**src/rtl/fetch_queue.sv**
```systemverilog
// fetch_queue: in-order instruction buffer between fetch and decode.
// Circular buffer of {pc, instr} entries with valid/ready handshakes on both
// sides. A flush (redirect) drops every buffered entry in one cycle.

module fetch_queue #(
    parameter int unsigned DEPTH = 8,
    parameter int unsigned XLEN  = 32
) (
    input  logic                       clk,
    input  logic                       reset,
    input  logic                       flush,
    input  logic                       in_valid,
    input  logic [XLEN-1:0]            in_pc,
    input  logic [31:0]                in_instr,
    output logic                       in_ready,
    output logic                       out_valid,
    output logic [XLEN-1:0]            out_pc,
    output logic [31:0]                out_instr,
    input  logic                       out_ready,
    output logic [$clog2(DEPTH):0]     count
);

    localparam int unsigned PTR_W = $clog2(DEPTH);
    localparam int unsigned CNT_W = PTR_W + 1;

    logic [XLEN-1:0]  pc_mem    [DEPTH];
    logic [31:0]      instr_mem [DEPTH];
    logic [PTR_W-1:0] wr_ptr;
    logic [PTR_W-1:0] rd_ptr;
    logic [CNT_W-1:0] occ;
    logic             enq;
    logic             deq;

    // Handshake status comes from registered occupancy only, so there is no
    // combinational path from out_ready to in_ready.
    assign in_ready  = (occ != CNT_W'(DEPTH));
    assign out_valid = (occ != '0);
    assign count     = occ;

    // Flush overrides both transfers in its cycle.
    assign enq = in_valid && in_ready && !flush;
    assign deq = out_valid && out_ready && !flush;

    // Oldest entry is presented; zeros when empty so decode sees opcode 0.
    assign out_pc    = out_valid ? pc_mem[rd_ptr]    : '0;
    assign out_instr = out_valid ? instr_mem[rd_ptr] : '0;

    // Pointer and occupancy update; pointers wrap modulo DEPTH naturally.
    always_ff @(posedge clk or posedge reset) begin
        if (reset) begin
            wr_ptr <= '0;
            rd_ptr <= '0;
            occ    <= '0;
        end else if (flush) begin
            wr_ptr <= '0;
            rd_ptr <= '0;
            occ    <= '0;
        end else begin
            if (enq) begin
                wr_ptr <= wr_ptr + PTR_W'(1);
            end
            if (deq) begin
                rd_ptr <= rd_ptr + PTR_W'(1);
            end
            case ({enq, deq})
                2'b10:   occ <= occ + CNT_W'(1);
                2'b01:   occ <= occ - CNT_W'(1);
                default: occ <= occ;
            endcase
        end
    end

    // Entry storage; contents are never cleared, occupancy defines validity.
    always_ff @(posedge clk) begin
        if (enq) begin
            pc_mem[wr_ptr]    <= in_pc;
            instr_mem[wr_ptr] <= in_instr;
        end
    end

endmodule

```
**config.mk**
```make
export PLATFORM = sky130hd
export DESIGN_NAME = fetch_queue
export DESIGN_NICKNAME = d
export VERILOG_FILES = /design/src/rtl/fetch_queue.sv
export SDC_FILE = /design/constraint.sdc
export NUM_CORES = 1
export LEC_CHECK = 0
export ABC_AREA = 1
export BUFFER_PORTS_ARGS = -buffer_cell sky130_fd_sc_hd__buf_2
export CORE_ASPECT_RATIO = 0.75
export CORE_MARGIN = 8
export CORE_UTILIZATION = 50
export DETAILED_ROUTE_END_ITERATION = 10
export GPL_TIMING_DRIVEN = 0
export PLACE_DENSITY = 0.71
export SLEW_MARGIN = 20
export SYNTH_ARGS = -nofsm -noshare
export SYNTH_HDL_FRONTEND = slang
export SYNTH_SLANG_ARGS = --single-unit
export TNS_END_PERCENT = 1
```
**constraint.sdc**
```tcl
create_clock -name clk -period 4.1 [get_ports clk]
set_clock_uncertainty 0.1 [all_clocks]
set_input_delay 0.82 -clock clk [delete_from_list [all_inputs] [get_ports clk]]
set_output_delay 0.82 -clock clk [all_outputs]
set_load 0.02 [all_outputs]
```
==> results of run 1 <==
## power groups by stage
stage | combinational [mW] | clock (mW) | sequential (mW)
after global routing | 5.16 | 4.69 | 6.09
after floorplan | 2.90 | 0 | 6.20
after CTS | 4.75 | 4.48 | 6.07
after global placement | 4.62 | 0 | 6.20
final | 4.74 | 4.43 | 6.08
after detailed placement | 4.73 | 0 | 6.19
## how the worst max path moves through the flow
stage / startpoint / endpoint / slack, ns / depth (start not counted)
2_1_floorplan: flush / instr_mem[0][0] / -0.34 / 5
5_1_grt: rd_ptr[0] / out_pc[18] / 0.11 / 9
3_5_place_dp: rd_ptr[0] / out_instr[25] / 0.68 / 7
3_3_place_gp: flush / instr_mem[4][9] / -2.83 / 6
4_1_cts: rd_ptr[0] / out_instr[25] / 0.07 / 7
6_report: rd_ptr[0] / out_instr[15] / 0.22 / 9
## area by class of cell
class                           instances  area (sq um)  share of cell area (%)
Multi-Input combinational cell        902          4274                   17.77
Buffer                                104         566.8                   2.356
Sequential cell                       522         15630                   64.96
Timing Repair Buffer                  161          1301                   5.410
Inverter                               19         71.32                  0.2965
Tap cell                              528         660.6                   2.747
Clock buffer                           70          1348                   5.602
Clock inverter                         20         196.4                  0.8167
Antenna cell                            4         10.01                 0.04161
## stage by stage
stage                     setup TNS [ns]  hold WS [ns]  worst slack (ns)  std cells
after floorplan                  -171.53        0.4499           -0.3410       1548
after global placement          -1331.58        0.4470            -2.830       2214
after detailed placement               0        0.4623            0.6843       2237
after CTS                              0        0.1340           0.07177       2327
after global routing                   0        0.1680            0.1126       2330
final                                  0        0.1467            0.2176       2330
## logic make-up (layout without fill, tap and decap cells)
kind of cell | Yosys count | after routing | synth area share (%)
buffers and inverters | 124 | 374 | 3.134
adders and majority gates | 4 | 4 | 0.2444
other | 0 | 4 | 0
AOI/OAI and AO/OA | 460 | 460 | 12.03
and+or+nand+nor | 438 | 438 | 8.302
DFF | 522 | 522 | 76.29
## registers in the layout, summed over array words and instances (netlist names)
signal     flops
pc_mem       256
count          4
rd_ptr         3
instr_mem    256
wr_ptr         3
## layer usage
layer / vias to the layer above / global-route usage [%] / part of all wire, %
li1: 6158 / - / -
met1: 6548 / 29.83 / 42
met2: 667 / 33.19 / 46
met3: 92 / 3.967 / 8.9
met4: 2 / 6.923 / 2.4
met5: - / 0 / 0.016
## Yosys cell counts, types with 4 or more instances
cell type  count
ha_1           4
buf_6         12
nor2_1       395
nand2_1       25
o21ai_0      228
nand3_1        7
o21ai_1      100
inv_2          4
inv_1         15
buf_2          7
clkbuf_1      52
edfxtp_1     512
buf_1         12
a31oi_1       64
dfrtp_1       10
o22ai_1       65
buf_4         20
## placed cells by master, fill, tap and decap left out, drive strengths merged, types with 3 or more instances in the layout
cell type,Yosys,final
inv,19,20
dfrtp,10,10
nand2,30,30
ha,4,4
buf,51,212
clkbuf,54,123
edfxtp,512,512
nor2,398,398
o22ai,65,65
clkinv,0,14
bufinv,0,4
a31oi,64,64
nand3,8,8
o21ai,328,328
diode,0,4
a21oi,3,3
==> metrics, run 1 <==
RSZ-0062 raised after global routing false; starting density of the core 50.45%; CP most frequent cell buf_6; net switching power 5.278 mW; Peak VDD IR 379.2 uV; GPL Wtd Cong 0.8067; share of cells above drive strength 1 15.74%; antenna viol nets, final 0; Vias/cell 5.780; largest net degree at the start of global routing 25; Horiz. Die Dim 249.7 um; post-layout util 59.25%; DR pass1 iterations 5; switch share 34.62%; CTS Buf Count 50; maxcap violations 0; grt total ovfl 0; post-route cell area 24050 sq um; Die Y 191.3 um; Comb power frac 31.1%; critical path's slowest cell dfrtp_1; IO Pins 139; Final min period 3.882 ns; status completed; EDFF count, synth 512; Max Slew Vio Count 0; required time worst endpoint 3.18 ns; Buf+Inv Stages, Crit Path 5; Post-Syn Area 20480 sq um; CP top delay family buffers and inverters; CP startpoint kind flip-flop; RR Endpoint pc_mem[7][28]; final WL 51540 um; Setup violations, final 0; fin nets 1833; Root Driver clkbuf_16; flop-to-flop setup slack 1.54 ns; worst endpoint data arrival time 2.96 ns; Crit. End Element primary output; PD cells 633.9 nW/um^2; initial drt markers 1512; asr flop ratio synth 1.916%; crit-path cells inv_2, buf_6, buf_6, buf_6, o21ai_1, o22ai_1, o21ai_1, a31oi_1, buf_2; die area 47760 sq um; CTS tree built; CTS sink cnt 522; Seq/Total Area, Yosys 76.29%; DRC 0; HP Class input port to async pin; Clk network pwr share 29.0%; fillcell total 3137; share of the synthesized area in the top cell type 75.07%; initial antenna violation count 5; worst skew pair latency 0.57 ns; Critical Path Fanout Max 19; Synth Instances 1548; first-pass GRT wire length 78450 um; worst slew pin tran 0.8844 ns; I/O Buffers 138; total power 15.25 mW; CTS Hold Buffers Added 0; Slew HR 41.04%; Syn. warnings 0; register share of total power 39.8%; DR WL/cell 22.12 um; Reg clk slew, reported paths 0.07 ns; via count 13470; Yosys reg bits 522; Longest Clk Path Bufs 3; period utilization 94.69%; post-cts sizing count 0; Critical R2R Launch count[0]; CORE AREA 40600 sq um; LEAKAGE 8.213 nW; Int Pwr 9.969 mW; H-tree depth 2; largest cells by area after synthesis edfxtp_1, nor2_1, o21ai_0; slowest cell delay on critical path 0.49 ns; crit path kind flip-flop to primary output; Final Hold Fails 0; post-place instance area 22500 sq um; gr usage total 21.14%; Post-Syn Nets 1621; cell row count 64; Mean Syn Cell Area 13.23 sq um; synthesis-to-layout area growth 17.44%; Final HPWL DP 34060 um; vias in the first global route 13270; number of setup buffers added after CTS 0; worst reg2reg path depth 8; Max Fclk 0.2576 GHz; post-synth top area cell edfxtp_1; Unique masters post-synth 26; Primary FF master, synth edfxtp_1
No activity file was read; power rests on OpenSTA's default activity.
==> run 2, diff against run 1 <==
- PLACE_DENSITY: 0.71 -> 0.68
- clock period: 4.1 -> 4.76 ns (I/O delays scaled with it)
==> run 2 against run 1 <==
Power is 13% lower. Flip-flop and latch count stayed put. Hold slack better by 0.13 ns. Non-clock buffer count stayed put. First-iteration DRC count is 12% higher. Count of clock-buffer cells in the layout is 15 lower. Combinational power is 14% lower. Largest power group unchanged. Highest routed layer unchanged.
==> metrics, run 2 (synthesized netlist as in run 1, its figures left out) <==
final WL 51100 um; Die Y 191.3 um; I/O Buffers 138; Comb power frac 30.6%; largest net degree at the start of global routing 25; CTS Buf Count 49; worst slew pin tran 0.8900 ns; fin nets 1832; flop-to-flop setup slack 2.09 ns; Int Pwr 8.778 mW; post-place instance area 22440 sq um; worst skew pair latency 0.56 ns; Slew HR 40.67%; CTS Hold Buffers Added 0; DR pass1 iterations 6; share of cells above drive strength 1 16.42%; worst endpoint data arrival time 2.93 ns; via count 13320; RR Endpoint instr_mem[3][9]; slowest cell delay on critical path 0.53 ns; Reg clk slew, reported paths 0.06 ns; IO Pins 139; Final Hold Fails 0; DR WL/cell 21.97 um; Critical R2R Launch count[0]; post-layout util 59.32%; pre-CTS setup slack 1.357 ns; register share of total power 39.2%; Critical Path Fanout Max 10; period utilization 83.68%; DRC 0; TNS Setup 0 ns; Horiz. Die Dim 249.7 um; H-tree depth 2; vias in the first global route 12860; switch share 34.17%; RSZ-0062 raised after global routing false; Max Slew Vio Count 0; HP Class input port to async pin; required time worst endpoint 3.71 ns; CP most frequent cell buf_6; CORE AREA 40600 sq um; initial antenna violation count 2; synthesis-to-layout area growth 17.59%; crit-path cells inv_2, buf_6, buf_6, clkbuf_1, o21ai_0, a31oi_1, buf_2; PD cells 553.7 nW/um^2; first-pass GRT wire length 77320 um; initial drt markers 1687; Final min period 3.983 ns; Max Fclk 0.2511 GHz; cell count after placement 2236; Final WS setup 0.7769 ns; post-route cell area 24080 sq um; CP startpoint kind flip-flop; commonest non-fill, non-tap cells in the layout edfxtp_1, nor2_1, o21ai_0; CTS tree built; antenna viol nets, final 0; Final HPWL DP 33700 um; die area 47760 sq um; GPL Wtd Cong 0.8125; number of setup buffers added after CTS 0; CTS sink cnt 522; grt total ovfl 0; gr usage total 21.01%; Clk network pwr share 30.2%; net switching power 4.557 mW; maxcap violations 0; LEAKAGE 8.247 nW; crit path kind flip-flop to primary output; Post-Layout Cell Count 2326; status completed; Setup violations, final 0; cell row count 64; Root Driver clkbuf_16; post-cts sizing count 0; starting density of the core 50.45%; worst reg2reg path depth 8; critical path's slowest cell clkbuf_1; Longest Clk Path Bufs 3; Crit. End Element primary output; most common cell after layout, fill and taps aside edfxtp_1; Vias/cell 5.728; Peak VDD IR 369.8 uV
run 2: changes by cell type in the layout (fill, tap and decap cells not counted), sizes merged:
cell,delta
clkbuf,-14
clkinv,+8
bufinv,+5
diode,-3
clkinvlp,+2
buf,-1
inv,-1
run 2: metal layers:
layer	wire (um)	part of all wire [%]	track usage [%]
met5	13	0.025	0
met4	993	1.9	5.170
met3	4504	8.8	4.089
met2	23650	46	33.41
met1	21940	43	29.86
run 2: through the flow:
| step | total power, mW | hold slack, ns |
|---|---|---|
| 6_report | 13.33 | 0.2775 |
| 5_1_grt | 13.94 | 0.3035 |
| 4_1_cts | 13.40 | 0.2642 |
| 3_5_place_dp | 9.403 | 0.4682 |
| 3_3_place_gp | 9.338 | 0.4424 |
| 2_1_floorplan | 7.846 | 0.4499 |
run 2: cell type report:
| type | count | area, sq um |
|---|---|---|
| fillers | 3128 | 16520 |
| plain buffers | 105 | 570.5 |
| repair buffers | 160 | 1236 |
| clock buffers | 55 | 1249 |
| clock inverters | 34 | 394.1 |
| flip-flops and latches | 522 | 15630 |
| inverters | 19 | 71.32 |
| well taps | 528 | 660.6 |
| multi-input cells | 902 | 4274 |
| diodes | 1 | 2.502 |
run 2: power by group through the flow:
stage          Combinational (mW)  Clock (mW)  Sequential (mW)
3_3_place_gp                 3.99           0             5.34
6_report                     4.08        4.03             5.23
5_1_grt                      4.46        4.24             5.24
4_1_cts                      4.10        4.07             5.23
2_1_floorplan                2.50           0             5.34
3_5_place_dp                 4.07           0             5.33
run 2: worst max path at each step:
stage / from / to / slack (ns) / cells past startpoint
5_1_grt: rd_ptr[0] / out_instr[26] / 0.64 / 7
3_5_place_dp: rd_ptr[0] / out_instr[25] / 1.36 / 7
2_1_floorplan: flush / instr_mem[0][0] / 0.19 / 5
6_report: rd_ptr[0] / out_instr[23] / 0.78 / 7
3_3_place_gp: flush / instr_mem[7][10] / -2.37 / 6
4_1_cts: rd_ptr[0] / out_instr[25] / 0.74 / 7
run 2: worst max-delay path, delay by kind of cell, from the launching register on:
family                 cells  cell delay, ns
DFF                        1            0.49
buffers and inverters      5            1.40
AOI/OAI and AO/OA          2            0.48
==> run 3, diff against run 2 <==
- PLACE_DENSITY: 0.68 -> 0.71
- clock period: 4.76 -> 3.6 ns (I/O delays scaled with it)
==> run 3 against run 2 <==
Non-clock buffer count stayed put. Wire length is 0.99% higher. Register-to-register slack worse by 1.0 ns. Critical path type unchanged. Highest routed layer unchanged.
==> metrics, run 3 (synthesized netlist as in run 1, its figures left out) <==
Longest Clk Path Bufs 3; share of cells above drive strength 1 16.74%; largest net degree at the start of global routing 25; Comb power frac 31.4%; Int Pwr 11.39 mW; DR WL/cell 22.15 um; die area 47760 sq um; CP top delay family buffers and inverters; Critical R2R Launch count[0]; initial antenna violation count 5; Horiz. Die Dim 249.7 um; post-layout util 59.38%; Peak VDD IR 432.6 uV; DR pass1 iterations 5; CTS tree built; Setup violations, final 0; Final HPWL DP 34060 um; first-pass GRT wire length 78490 um; Critical Path Fanout Max 10; Max Slew Vio Count 0; total power 17.43 mW; Final Hold Fails 0; PD cells 722.9 nW/um^2; worst skew pair latency 0.57 ns; Root Driver clkbuf_16; Vias/cell 5.788; crit path kind flip-flop to primary output; commonest non-fill, non-tap cells in the layout edfxtp_1, nor2_1, o21ai_0; required time worst endpoint 2.78 ns; I/O Buffers 138; Post-Layout Cell Count 2330; number of setup buffers added after CTS 0; Max Fclk 0.2787 GHz; CTS Buf Count 50; CORE AREA 40600 sq um; slowest cell delay on critical path 0.48 ns; post-cts sizing count 11; RSZ-0062 raised after global routing true; Slew HR 47.86%; HP Class input port to async pin; worst endpoint data arrival time 2.77 ns; CP startpoint kind flip-flop; worst slew pin tran 0.7802 ns; CTS sink cnt 522; via count 13490; antenna viol nets, final 0; maxcap violations 0; LEAKAGE 8.254 nW; GPL Wtd Cong 0.8067; gr usage total 21.15%; cell count after placement 2237; synthesis-to-layout area growth 17.71%; H-tree depth 2; initial drt markers 1466; CP most frequent cell buf_6; period utilization 99.68%; cell row count 64; starting density of the core 50.45%; fin nets 1833; net switching power 6.035 mW; DRC 0; Final min period 3.589 ns; status completed; Die Y 191.3 um; register share of total power 39.7%; vias in the first global route 13280; fillcell total 3128; Buf+Inv Stages, Crit Path 5; Crit. End Element primary output; crit-path cells inv_4, buf_6, buf_6, buf_4, nor2_1, o22ai_1, o21ai_1, a31oi_1, buf_2; worst setup path start rd_ptr[0]; Clk network pwr share 28.9%; IO Pins 139; grt total ovfl 0; Reg clk slew, reported paths 0.07 ns; critical path's slowest cell dfrtp_2; most common cell after layout, fill and taps aside edfxtp_1; final WL 51610 um; CTS Hold Buffers Added 0; switch share 34.63%
-- run 3: changes by cell type in the layout (fill, tap and decap cells not counted), sizes merged --
cell,before,now
clkinvlp,3,1
diode,1,4
clkbuf,109,125
inv,19,20
clkinv,22,14
buf,211,210
bufinv,9,4
-- run 3: layer usage --
| metal | vias to the layer above | wire length [um] | track usage [%] |
|---|---|---|---|
| met5 | - | 8 | 0 |
| met4 | 2 | 1202 | 6.923 |
| met3 | 97 | 4409 | 4.048 |
| met2 | 663 | 23940 | 33.42 |
| met1 | 6564 | 22050 | 29.60 |
| li1 | 6159 | - | - |
-- run 3: final timing paths --
kind                       cells after the start  slack (ns)          endpoint
hold reg to reg                                1        0.47          count[0]
setup reg to reg                               8        1.07     pc_mem[7][28]
hold / removal                                 2        0.05         wr_ptr[1]
min in group clk                               1        0.32  instr_mem[6][31]
setup / recovery                               9        0.01     out_instr[15]
max in group asynchronous                      2        3.01         rd_ptr[0]
-- run 3: power by group through the flow --
stage / Combinational [mW] / Clock [mW] / Sequential (mW)
after global routing: 5.93 / 5.34 / 6.93
final: 5.46 / 5.04 / 6.92
after floorplan: 3.31 / 0 / 7.07
after CTS: 5.43 / 5.10 / 6.92
after global placement: 5.26 / 0 / 7.07
after detailed placement: 5.39 / 0 / 7.04
-- run 3: worst register-to-register path: cells and delay by family (launching register included) --
family	cells	cell delay (ns)
simple gates	5	1.16
buf+inv	3	0.53
flops	1	0.44
-- run 3: stage by stage --
step	hold WS [ns]	setup TNS, ns	worst slack [ns]	cell area (sq um)
floorplan	0.4499	-376.33	-0.7410	20480
global placement	0.4470	-1536.38	-3.230	21830
detailed placement	0.4623	0	0.2843	22500
CTS	0.03404	0	0.02634	24070
global route	0.06762	-0.4424	-0.1120	24110
finish	0.04676	0	0.01141	24110
-- run 3: cell type report --
cell class,count,area (sq um),area share (%)
Sequential cell,522,15630,64.82
Multi-Input combinational cell,902,4299,17.83
Clock buffer,70,1348,5.590
Timing Repair Buffer,161,1306,5.418
Tap cell,528,660.6,2.740
Buffer,104,588.1,2.439
Clock inverter,20,196.4,0.8148
Inverter,19,73.82,0.3062
Antenna cell,4,10.01,0.04152
